--- src/rtl/activation_unit.sv ---
// Two-stage activation pipeline: ReLU / leaky / clipped / saturating pass with rescale.
// Define ACT_ROUND_EN to round half-up before saturation instead of truncating.
module activation_unit #(
  parameter int unsigned dataWidth      = 16,
  parameter int unsigned weightIntWidth = 4,
  parameter int unsigned leakShiftWidth = 3,
  parameter int unsigned satCntWidth    = 16
) (
  input  logic                      clk,
  input  logic                      rst_n,
  input  logic                      in_valid,
  output logic                      in_ready,
  input  logic [2*dataWidth-1:0]    num,
  input  logic [1:0]                mode,
  input  logic [leakShiftWidth-1:0] leak_shift,
  input  logic [dataWidth-1:0]      clip_max,
  output logic                      out_valid,
  input  logic                      out_ready,
  output logic [dataWidth-1:0]      out,
  output logic                      out_sat,
  output logic [satCntWidth-1:0]    sat_count,
  input  logic                      sat_clear
);

  localparam int unsigned W       = 2 * dataWidth;
  localparam int unsigned SliceHi = W - 1 - weightIntWidth;
  localparam int unsigned SliceLo = SliceHi - dataWidth + 1;
`ifdef ACT_ROUND_EN
  localparam int unsigned LoBit   = SliceLo - 1;
`else
  localparam int unsigned LoBit   = SliceLo;
`endif
  localparam int unsigned StoreW  = W - LoBit;

  localparam logic [dataWidth-1:0] MaxPos = {1'b0, {(dataWidth - 1){1'b1}}};
  localparam logic [dataWidth-1:0] MaxNeg = {1'b1, {(dataWidth - 1){1'b0}}};

  typedef enum logic [1:0] {
    ModeRelu  = 2'd0,
    ModeLeaky = 2'd1,
    ModeClip  = 2'd2,
    ModePass  = 2'd3
  } mode_e;

  // Stage 1 state; only the bits of p that stage 2 reads are kept
  logic                   s1_valid_q;
  logic                   s1_clip_q, s1_clip_d;
  logic [dataWidth-1:0]   s1_clip_max_q;
  logic [W-1:LoBit]       s1_p_q, s1_p_d;

  // Stage 2 / output state
  logic                   out_valid_q;
  logic [dataWidth-1:0]   out_q, out_d;
  logic                   out_sat_q, out_sat_d;
  logic [satCntWidth-1:0] sat_count_q, sat_count_d;

  logic s1_advance;
  logic signed [W-1:0] num_s, shifted, p_full;

  assign s1_advance = !out_valid_q | out_ready;
  assign in_ready   = !s1_valid_q | s1_advance;

  always_comb begin
    num_s     = $signed(num);
    shifted   = num_s >>> leak_shift;
    p_full    = num_s;
    s1_clip_d = 1'b0;
    case (mode_e'(mode))
      ModeRelu: begin
        if (num_s[W-1]) p_full = '0;
      end
      ModeClip: begin
        s1_clip_d = 1'b1;
        if (num_s[W-1]) p_full = '0;
      end
      ModeLeaky: begin
        if (num_s[W-1]) p_full = shifted;
      end
      default: ;
    endcase
    s1_p_d = StoreW'(p_full >> LoBit);
  end

  logic [weightIntWidth:0] top_bits;
  logic [dataWidth-1:0]    slice;
  logic [dataWidth-1:0]    scaled;
  logic                    ovf_pos, ovf_neg, rnd_ovf;
`ifdef ACT_ROUND_EN
  logic [dataWidth:0]      rnd;
`endif

  always_comb begin
    top_bits = s1_p_q[W-1 -: weightIntWidth + 1];
    slice    = s1_p_q[SliceHi -: dataWidth];
    ovf_pos  = !s1_p_q[W-1] && (top_bits != '0);
    ovf_neg  = s1_p_q[W-1] && (top_bits != '1);
`ifdef ACT_ROUND_EN
    // Extra MSB catches the carry out of the largest positive slice
    rnd      = {slice[dataWidth-1], slice} + {{dataWidth{1'b0}}, s1_p_q[LoBit]};
    rnd_ovf  = rnd[dataWidth] != rnd[dataWidth-1];
    scaled   = rnd[dataWidth-1:0];
`else
    rnd_ovf  = 1'b0;
    scaled   = slice;
`endif
    out_sat_d = 1'b0;
    if (ovf_pos || rnd_ovf) begin
      out_d     = MaxPos;
      out_sat_d = 1'b1;
    end else if (ovf_neg) begin
      out_d     = MaxNeg;
      out_sat_d = 1'b1;
    end else begin
      out_d     = scaled;
    end
    if (s1_clip_q && (out_d > s1_clip_max_q)) begin
      out_d     = s1_clip_max_q;
      out_sat_d = 1'b1;
    end
  end

  always_comb begin
    sat_count_d = sat_count_q;
    if (sat_clear) begin
      sat_count_d = '0;
    end else if (out_valid_q && out_ready && out_sat_q && (sat_count_q != '1)) begin
      sat_count_d = sat_count_q + 1'b1;
    end
  end

  always_ff @(posedge clk) begin
    if (!rst_n) begin
      s1_valid_q  <= 1'b0;
      out_valid_q <= 1'b0;
      out_q       <= '0;
      out_sat_q   <= 1'b0;
      sat_count_q <= '0;
    end else begin
      if (in_ready) begin
        s1_valid_q <= in_valid;
        if (in_valid) begin
          s1_p_q        <= s1_p_d;
          s1_clip_q     <= s1_clip_d;
          s1_clip_max_q <= clip_max;
        end
      end
      if (s1_advance) begin
        out_valid_q <= s1_valid_q;
        if (s1_valid_q) begin
          out_q     <= out_d;
          out_sat_q <= out_sat_d;
        end
      end
      sat_count_q <= sat_count_d;
    end
  end

  assign out_valid = out_valid_q;
  assign out       = out_q;
  assign out_sat   = out_sat_q;
  assign sat_count = sat_count_q;

endmodule

--- config.mk ---
export PLATFORM = sky130hd
export DESIGN_NAME = activation_unit
export DESIGN_NICKNAME = d
export VERILOG_FILES = /design/src/rtl/activation_unit.sv
export SDC_FILE = /design/constraint.sdc
export NUM_CORES = 1
export LEC_CHECK = 0
export BUFFER_PORTS_ARGS = -buffer_cell sky130_fd_sc_hd__buf_2
export CORE_MARGIN = 8
export CORE_UTILIZATION = 54
export DETAILED_ROUTE_END_ITERATION = 16
export GPL_TIMING_DRIVEN = 1
export HOLD_SLACK_MARGIN = 0.03
export PLACE_DENSITY = 0.91
export SYNTH_ARGS = -nofsm -noshare
export SYNTH_HDL_FRONTEND = slang
export SYNTH_SLANG_ARGS = --single-unit
export TNS_END_PERCENT = 1
--- constraint.sdc ---
create_clock -name clk -period 4 [get_ports clk]
set_input_delay 0 -clock clk [delete_from_list [all_inputs] [get_ports clk]]
set_output_delay 0 -clock clk [all_outputs]
set_load 0.05 [all_outputs]
**Yosys cells after proc, flatten, opt, wreduce, memory -nomap -nowiden**

Index checks and enable logic that the tools add are counted.

- Output and inout bits: 35
- Word-level logic and storage cells: 43
- Flip-flop bits (word level): 72

- Shift-type cells: 1
- Equality and inequality tests: 4
- Mux-type cells: 10
- Bitwise logic cells: 3
- Add/sub/neg operators: 1
- Reductions and logical operators: 15
- $lt $le $gt $ge: 1

Operators by type and width:

| cell | number |
|---|---|
| $pmux W32 S2 | 1 |
| $mux W16 | 3 |
| $mux W32 | 1 |
| $sshr A32 B3 Y32 | 1 |
| $mux W31 | 1 |
| $add A16 B1 Y16 const B | 1 |
| $gt A16 B16 Y1 | 1 |
| $ne A16 B16 Y1 const B | 1 |
| $logic_and A1 B1 Y1 | 6 |
| $ne A5 B5 Y1 const B | 1 |
| $reduce_bool A5 Y1 | 1 |
| $mux W1 | 4 |
| $reduce_or A2 Y1 | 2 |
| $logic_not A1 Y1 | 3 |
| $reduce_and A3 Y1 | 1 |
| $eq A2 B1 Y1 const B | 1 |
| $eq A2 B2 Y1 const B | 1 |
| $logic_not A2 Y1 | 1 |
| $or A1 B1 Y1 | 2 |
| $reduce_and A2 Y1 | 1 |
| $not A1 Y1 | 1 |

**Depth between registers and ports, before layout**

Gate-level depths: netlist of the first run.

- Depth in word-level cells: 7
- Depth in mapped cells: 13
- Gate-level depth less buffers: 10

**Least setup slack after synthesis of the first run**

No wires, ideal clock.

- Path kind: register -> register
- From: register s1_p_q[27] in the netlist's numbering
- To: register out_q[10] (netlist: out[10])
- Setup slack: 1.127 ns
- Period minus slack after synthesis: 2.873 ns
- Required time: 3.871 ns
- Stages on the path, launching flop included: 14
- Library setup time: 0.129 ns
- Arrival: 2.744 ns
- Buffers on the path: 3
- Path through: edfxtp_1 > nor4_1 > nor2_1 > buf_4 > o21a_1 > ha_1 > nand4_2 > or3_1 > o21a_1 > o41ai_1 > buf_6 > buf_12 > mux2i_1 > a21oi_1

- Word-level cells in the longest chain between the ends: 7

Ends and longest elaborated chain:

| element | RTL line | source |
|---|---|---|
| start: declaration | 49 | `logic [W-1:LoBit] s1_p_q, s1_p_d;` |
| start signal: assignment | 142 | `s1_p_q <= s1_p_d;` |
| $ne A5 B5 Y1 | 96 | `ovf_neg = s1_p_q[W-1] && (top_bits != '1);` |
| $logic_and A1 B1 Y1 | 96 |  |
| $mux W16 | 110 | `end else if (ovf_neg) begin` |
| $mux W16 * | 107 | `if (ovf_pos \|\| rnd_ovf) begin` |
| $gt A16 B16 Y1 | 116 | `if (s1_clip_q && (out_d > s1_clip_max_q)) begin` |
| $logic_and A1 B1 Y1 | 116 |  |
| $mux W16 * | 116 |  |
| end signal: assignment | 150 | `out_q <= out_d;` |
| end: declaration | 53 | `logic [dataWidth-1:0] out_q, out_d;` |

Mark *: on every way between the ends. The rest lies on a longest branch, timed or not.
A chain may end at the register's enable or synchronous reset.

**Final worst setup path of the first run**

- From: register s1_p_q[27] in the netlist's numbering
- To: register out_q[14] (netlist: out[14])

Same word-level chain as after synthesis.

==> metrics.md, run 1 <==
| Metric | Value |
|---|---|
| Status | finished clean |
| Net Switching | 0.458 mW |
| Clock-pin slew on the worst setup and hold paths | 0.07 ns |
| DR WL/cell | 16.2 um |
| First-pass GRT wire length | 16000 um |
| Worst-skew pair later-pin latency | 0.35 ns |
| WP depth | 12 |
| Layout cells sized above 1 | 22.1% |
| Xor/xnor share of the synthesized area | 2.59% |
| Synthesis-to-finish area growth | 24.0% |
| Final Skew | 0.0122 ns |
| CTS Sinks | 72 |
| Met1 Track Usage GR | 22.3% |
| Final Core Density | 69.3% |
| Crit-path max FO | 18 |
| CTS tree | built |
| Via count | 3403 |
| Crit-path leading delay family | simple AND/OR/NAND/NOR gates |
| CP Launch Point | s1_p_q[27] |
| R2R Path End | out[14] |
| Htree depth | 3 |
| Startpoint types | flip-flop |
| Fin crit share | 79.4% |
| Worst r2r src | s1_p_q[27] |
| Final min period | 3.18 ns |
| First-pass iteration count of the detailed router | 5 |
| M3 GR Usage | 4.79% |
| Setup TNS | 0 ns |
| Async SR Flop Fraction | 0% |
| # DRC | 0 |
| Max Transition Viols Final | 0 |
| Avg Inst Size Synth | 10.2 um^2 |
| Number of CTS-inserted buffers | 9 |
| R2R cell count | 12 |
| Synth Area in Compound Gates | 14.2% |
| CP endpoint kind | flip-flop |
| Setup violations, final | 0 |
| Row count | 31 |
| Reg2reg setup slack | 0.82 ns |
| Resize count post-CTS | 0 |
| Detail Route Antenna Nets | 0 |
| Leakage | 2.19 nW |
| Hold Buf Count CTS | 37 |
| Die Wd | 103 um |
| Main synth FF type | edfxtp_1 |
| Crit Path Class | flip-flop to flip-flop |
| Global-route usage over all layers | 19.4% |
| Initial Util | 55.8% |
| Synthesized area | 4050 um^2 |
| Fmax | 315 MHz |
| Post-Layout Cell Count | 611 |
| Warnings from Yosys | 0 |
| Internal | 1.22 mW |
| Sw frac | 27.2% |
| Hold Fails Final Rpt | 0 |
| Port Buffer Count | 80 |
| CTS Root Cell | clkbuf_8 |
| I/O pin cnt | 93 |
| Buffers & Inverters on Critical Path | 2 |
| DRT iter0 DRCs | 174 |
| Setup repair bufs after CTS | 0 |
| Post-synthesis simple-gate area fraction | 12.1% |
| Vias per inst | 5.57 |
| Cells after synthesis | 399 |
| Sequential group share of total power | 49.1% |
| Clk buf depth | 2 |
| #FFs+latches synth | 72 |
| Combinational share of power | 18.4% |
| Post-synthesis mux area share | 15.6% |
| Synth Area in Adders | 5.25% |
| Sequential area share after synthesis | 44.7% |
| Worst VDD drop | 0.000180 V |
| Vias in the first global route | 3357 |
| Pin slew with the least headroom to its limit | 1.29 ns |
| Clock power share | 32.5% |
| MaxCap Viol Count | 0 |
| Die height | 103 um |
| Slowest cell on the critical path | or3_1 |
| Main combinational cell family by area after synthesis | multiplexers |
| GR peak layer | met2 |
| Pwr dens | 335 nW/um^2 |
| Antenna violations before repair | 1 |
| Hpwl dp | 6660 um |
| CP required | 4.18 ns |
| Placed cell count | 557 |
| Worst Setup EP | out[14] |
| WL final | 9920 um |
| EDFF count, synth | 37 |
| Maximum number of pins on one net before global-route repair | 38 |
| GRT overflow | 0 |
| Hold Path Class | primary input to flip-flop |
| Unrepaired setup endpoints after global routing | false |
| Layout Nets | 581 |
| Syn_nets | 474 |
| Crit path cell chain | nor4_1 > nor2_1 > buf_4 > o21a_1 > ha_1 > nand4_2 > or3_1 > o21a_1 > o41ai_2 > buf_4 > mux2i_1 > a21oi_1 |
| Delay of the slowest critical-path stage | 0.43 ns |
| Die Area | 10500 um^2 |
| Placer Congestion | 0.847 |
| Arrival time worst endpoint | 3.36 ns |
| Distinct cells, synth | 45 |
| Core ar. | 7250 um^2 |
| Max-slew headroom | 12.9% |
| Met2 Use GR | 33.3% |
worst min-delay path by stage:
stage,start,endpoint,slack (ns),cells after the start
2_1_floorplan,clip_max[0],s1_clip_max_q[0],0.1,0
3_3_place_gp,clip_max[10],s1_clip_max_q[10],0.18,1
3_5_place_dp,clip_max[12],s1_clip_max_q[12],0.18,1
4_1_cts,num[16],s1_p_q[16],0.03,3
5_1_grt,rst_n,out_valid,0.07,2
6_report,rst_n,out_valid,0.05,2
cell families after synthesis:
family	after synthesis
compound gates	100
simple gates	100
flops	72
mux	54
buf+inv	44
fa+ha+maj	17
xor+xnor	12
cells in the final DEF, fill, tap and decap left out, types with 7 or more instances in the layout:
master         count
inv_1             20
o21ai_0           40
a21oi_1           30
o21a_1            17
clkbuf_8           9
edfxtp_1          37
nor2b_1            7
xnor2_1           10
buf_2             80
dlygate4sd3_1     37
ha_1              17
mux2i_1           43
nor2_1            24
nand2_1           30
dfxtp_1           35
mux4_2             7
worst reg2reg max path: cells and delay by family (launching register included):
kind            cells  cell delay [ns]
buf+inv             2             0.51
fa+ha+maj           1             0.33
compound gates      4             0.55
simple gates        4             0.93
mux                 1             0.28
flops               1             0.40
power by group through the flow:
stage               Sequential, mW  Combinational, mW  Clock (mW)
floorplan                    0.884              0.158           0
global placement             0.840              0.267           0
detailed placement           0.841              0.274           0
CTS                          0.826              0.304       0.553
global route                 0.829              0.335       0.585
finish                       0.826              0.308       0.546
registers in the layout (all words and copies together), names as in the netlist:
signal         count
out               16
out_sat            1
out_valid          1
s1_clip_max_q     16
s1_clip_q          1
s1_p_q            20
s1_valid_q         1
sat_count         16
final cells by class:
type,instances,area [um^2]
Timing Repair Buffer,120,793
Clock inverter,6,60.1
Antenna cell,1,2.50
Tap cell,99,124
Inverter,20,75.1
Multi-Input combinational cell,283,2030
Sequential cell,72,1810
Clock buffer,10,128
Fill cell,530,2230
cell usage after synthesis (all sizes together) (5+ instances only):
| cell type | count | area, um^2 |
|---|---|---|
| a21oi | 30 | 150 |
| clkbuf | 10 | 37.5 |
| nor2b | 8 | 50.1 |
| or3 | 6 | 37.5 |
| ha | 17 | 213 |
| o21a | 17 | 128 |
| inv | 20 | 75.1 |
| nand3 | 6 | 30.0 |
| dfxtp | 35 | 701 |
| o21ai | 41 | 205 |
| mux2i | 43 | 430 |
| nor2 | 24 | 90.1 |
| mux4 | 7 | 158 |
| edfxtp | 37 | 1110 |
| nand2 | 30 | 113 |
| nand4 | 7 | 50.1 |
| buf | 11 | 77.6 |
| xnor2 | 10 | 87.6 |
| nor4 | 5 | 31.3 |
routing by layer:
metal	vias up	share of wire (%)
met1	1607	41
met4	0	1.7
li1	1673	-
met2	109	50
met5	-	0
met3	14	7.1
metrics by stage:
stage | hold WS, ns | total power [mW] | worst slack (ns) | area, um^2
3_3_place_gp | 0.178 | 1.11 | 0.959 | 4460
2_1_floorplan | 0.0989 | 1.04 | 1.13 | 4050
4_1_cts | 0.0302 | 1.68 | 0.813 | 5020
6_report | 0.0450 | 1.68 | 0.824 | 5020
3_5_place_dp | 0.178 | 1.12 | 0.891 | 4460
5_1_grt | 0.0652 | 1.75 | 0.591 | 5020
Power figures use the tool's default switching activity.
==> inputs of run 2 (changes only) <==
clock period = 3.2 ns   (was 4 ns; I/O delays follow)
==> metrics.md, run 2 (same netlist as run 1, synthesis figures left out) <==
| Metric | Value |
|---|---|
| Crit-path max FO | 18 (unchanged) |
| Arrival time worst endpoint | 3.26 ns (-0.10 ns) |
| DR WL/cell | 16.4 um (+1.0%) |
| MaxCap Viol Count | 0 (unchanged) |
| Worst VDD drop | 0.000219 V (+22%) |
| Worst-skew pair later-pin latency | 0.33 ns (-0.02 ns) |
| Layout cells sized above 1 | 22.1% (-0.043 points) |
| Maximum number of pins on one net before global-route repair | 38 (unchanged) |
| Die Area | 10500 um^2 (unchanged) |
| Layout Nets | 582 (+0.17%) |
| Clock-pin slew on the worst setup and hold paths | 0.07 ns (about the same) |
| Clk buf depth | 2 (unchanged) |
| WL final | 10000 um (+1.0%) |
| Crit path cell chain | nor4_4 > nor2_4 > o21a_1 > ha_1 > nand4_2 > or3_1 > o21a_1 > o41ai_2 > buf_12 > mux2i_1 > a21oi_1 |
| Fin crit share | 96.3% (+17 points) |
| Ant diodes | 0 (-1) |
| Htree depth | 3 (unchanged) |
| Largest register FFs | 20 (unchanged) |
| CTS Sinks | 72 (unchanged) |
| CTS tree | built |
| Pwr dens | 412 nW/um^2 (+23%) |
| Vias in the first global route | 3288 (-2.1%) |
| Row count | 31 (unchanged) |
| Setup TNS | 0 ns (unchanged) |
| Final min period | 3.08 ns (-0.0926 ns) |
| Buffers & Inverters on Critical Path | 1 (-1) |
| Fmax | 324 MHz (+3.0%) |
| Pin slew with the least headroom to its limit | 1.06 ns (-0.230 ns) |
| GRT overflow | 0 (unchanged) |
| Synthesis-to-finish area growth | 24.8% |
| Hold WS | 0.0502 ns (+0.00515 ns) |
| Global-route usage over all layers | 19.1% (-0.30 points) |
| Placer Congestion | 0.857 (+1.1%) |
| Antenna violations before repair | 0 (-1) |
| Crit Path Class | flip-flop to flip-flop |
| Reg with most FFs | s1_p_q |
| # DRC | 0 (unchanged) |
| Crit-path leading delay family | simple AND/OR/NAND/NOR gates |
| Delay of the slowest critical-path stage | 0.44 ns (about the same) |
| I/O pin cnt | 93 (unchanged) |
| Setup violations, final | 0 (unchanged) |
| Initial Util | 55.8% (unchanged) |
| CP required | 3.37 ns (-0.81 ns) |
| Leakage | 2.20 nW (+0.64%) |
| First-pass iteration count of the detailed router | 5 (unchanged) |
| Port Buffer Count | 80 (unchanged) |
| Vias per inst | 5.61 (+0.76%) |
| DRT iter0 DRCs | 205 (+18%) |
| Hold Path Class | primary input to flip-flop |
| Most frequent cells in the layout | 80 x buf_2, 43 x mux2i_1, 40 x o21ai_0, 37 x dlygate4sd3_1, 37 x edfxtp_1 |
| Die Wd | 103 um (unchanged) |
| CTS Root Cell | clkbuf_8 |
| First-pass GRT wire length | 15700 um (-1.8%) |
| Startpoint types | flip-flop |
| Max-slew headroom | 28.8% (+16 points) |
| Die height | 103 um (unchanged) |
| Final Skew | 0.00968 ns (-0.00252 ns) |
| Status | finished clean |
| Core ar. | 7250 um^2 (unchanged) |
| Hold Fails Final Rpt | 0 (unchanged) |
| Slowest cell on the critical path | edfxtp_1 |
| Detail Route Antenna Nets | 0 (unchanged) |
| Hpwl dp | 6810 um (+2.2%) |
| Commonest non-fill, non-tap cell in the layout | buf_2 |
| Most used cell, CP | o21a_1 |
| Max Transition Viols Final | 0 (unchanged) |
| CP endpoint kind | flip-flop |
| Via count | 3429 (+0.76%) |
| Number of CTS-inserted buffers | 9 (unchanged) |
run 2: cell types whose count changed in the layout (fill, tap and decap cells not counted), sizes merged:
cell,delta
diode,-1
buf,+1
clkinv,+1
clkbuf,+1
clkinvlp,-2
run 2: per-layer routing:
metal | global-route usage [%] | vias to the layer above | share of wire (%) | routed length [um]
met1 | 22.8 | 1609 | 42 | 4210
met3 | 5.13 | 14 | 7.1 | 712
met4 | 6.09 | 0 | 1.4 | 141
met2 | 32.7 | 128 | 49 | 4960
li1 | - | 1678 | - | -
met5 | 0 | - | 0 | 0
run 2: area by class of cell:
cell class / instances / area [um^2]
fillers: 511 / 2200
well taps: 99 / 124
clock inverters: 5 / 47.5
inverters: 20 / 75.1
clock buffers: 11 / 131
multi-input cells: 283 / 2050
flip-flops and latches: 72 / 1810
repair buffers: 121 / 813
run 2: repair_timing:
action | CTS | global route
resized for setup | 1 | 3
hold buffers | 37 | 0
pin swaps | 0 | 1
endpoints found under the setup margin | 6 | 16
endpoints found under the hold margin | 37 | 0
setup buffers | 0 | 0
run 2: path summary, 6_finish.rpt:
path	startpoint	endpoint	slack (ns)	cells after the start
max	s1_p_q[27]	out[15]	0.12	11
min	rst_n	out_valid	0.05	2
max reg2reg	s1_p_q[27]	out[15]	0.12	11
min reg2reg	s1_valid_q	out_valid	0.52	1
run 2: power breakdown:
part	leakage [nW]	switching (mW)	total [mW]	internal [mW]
logic	1.47	0.230	0.392	0.162
registers	0.639	0.0198	1.03	1.01
clock network	0.0922	0.302	0.655	0.353
total	2.20	0.551	2.08	1.53
run 2: stage by stage:
step	utilization [%]	area (um^2)	power (mW)	setup WS (ns)	instances
finish	69.7	5050	2.08	0.117	611
global placement	61.8	4480	1.39	0.170	558
detailed placement	61.8	4480	1.40	0.0318	558
CTS	69.4	5030	2.08	0.0463	611
floorplan	-	4050	1.30	0.327	399
global route	69.7	5050	2.16	-0.0389	611
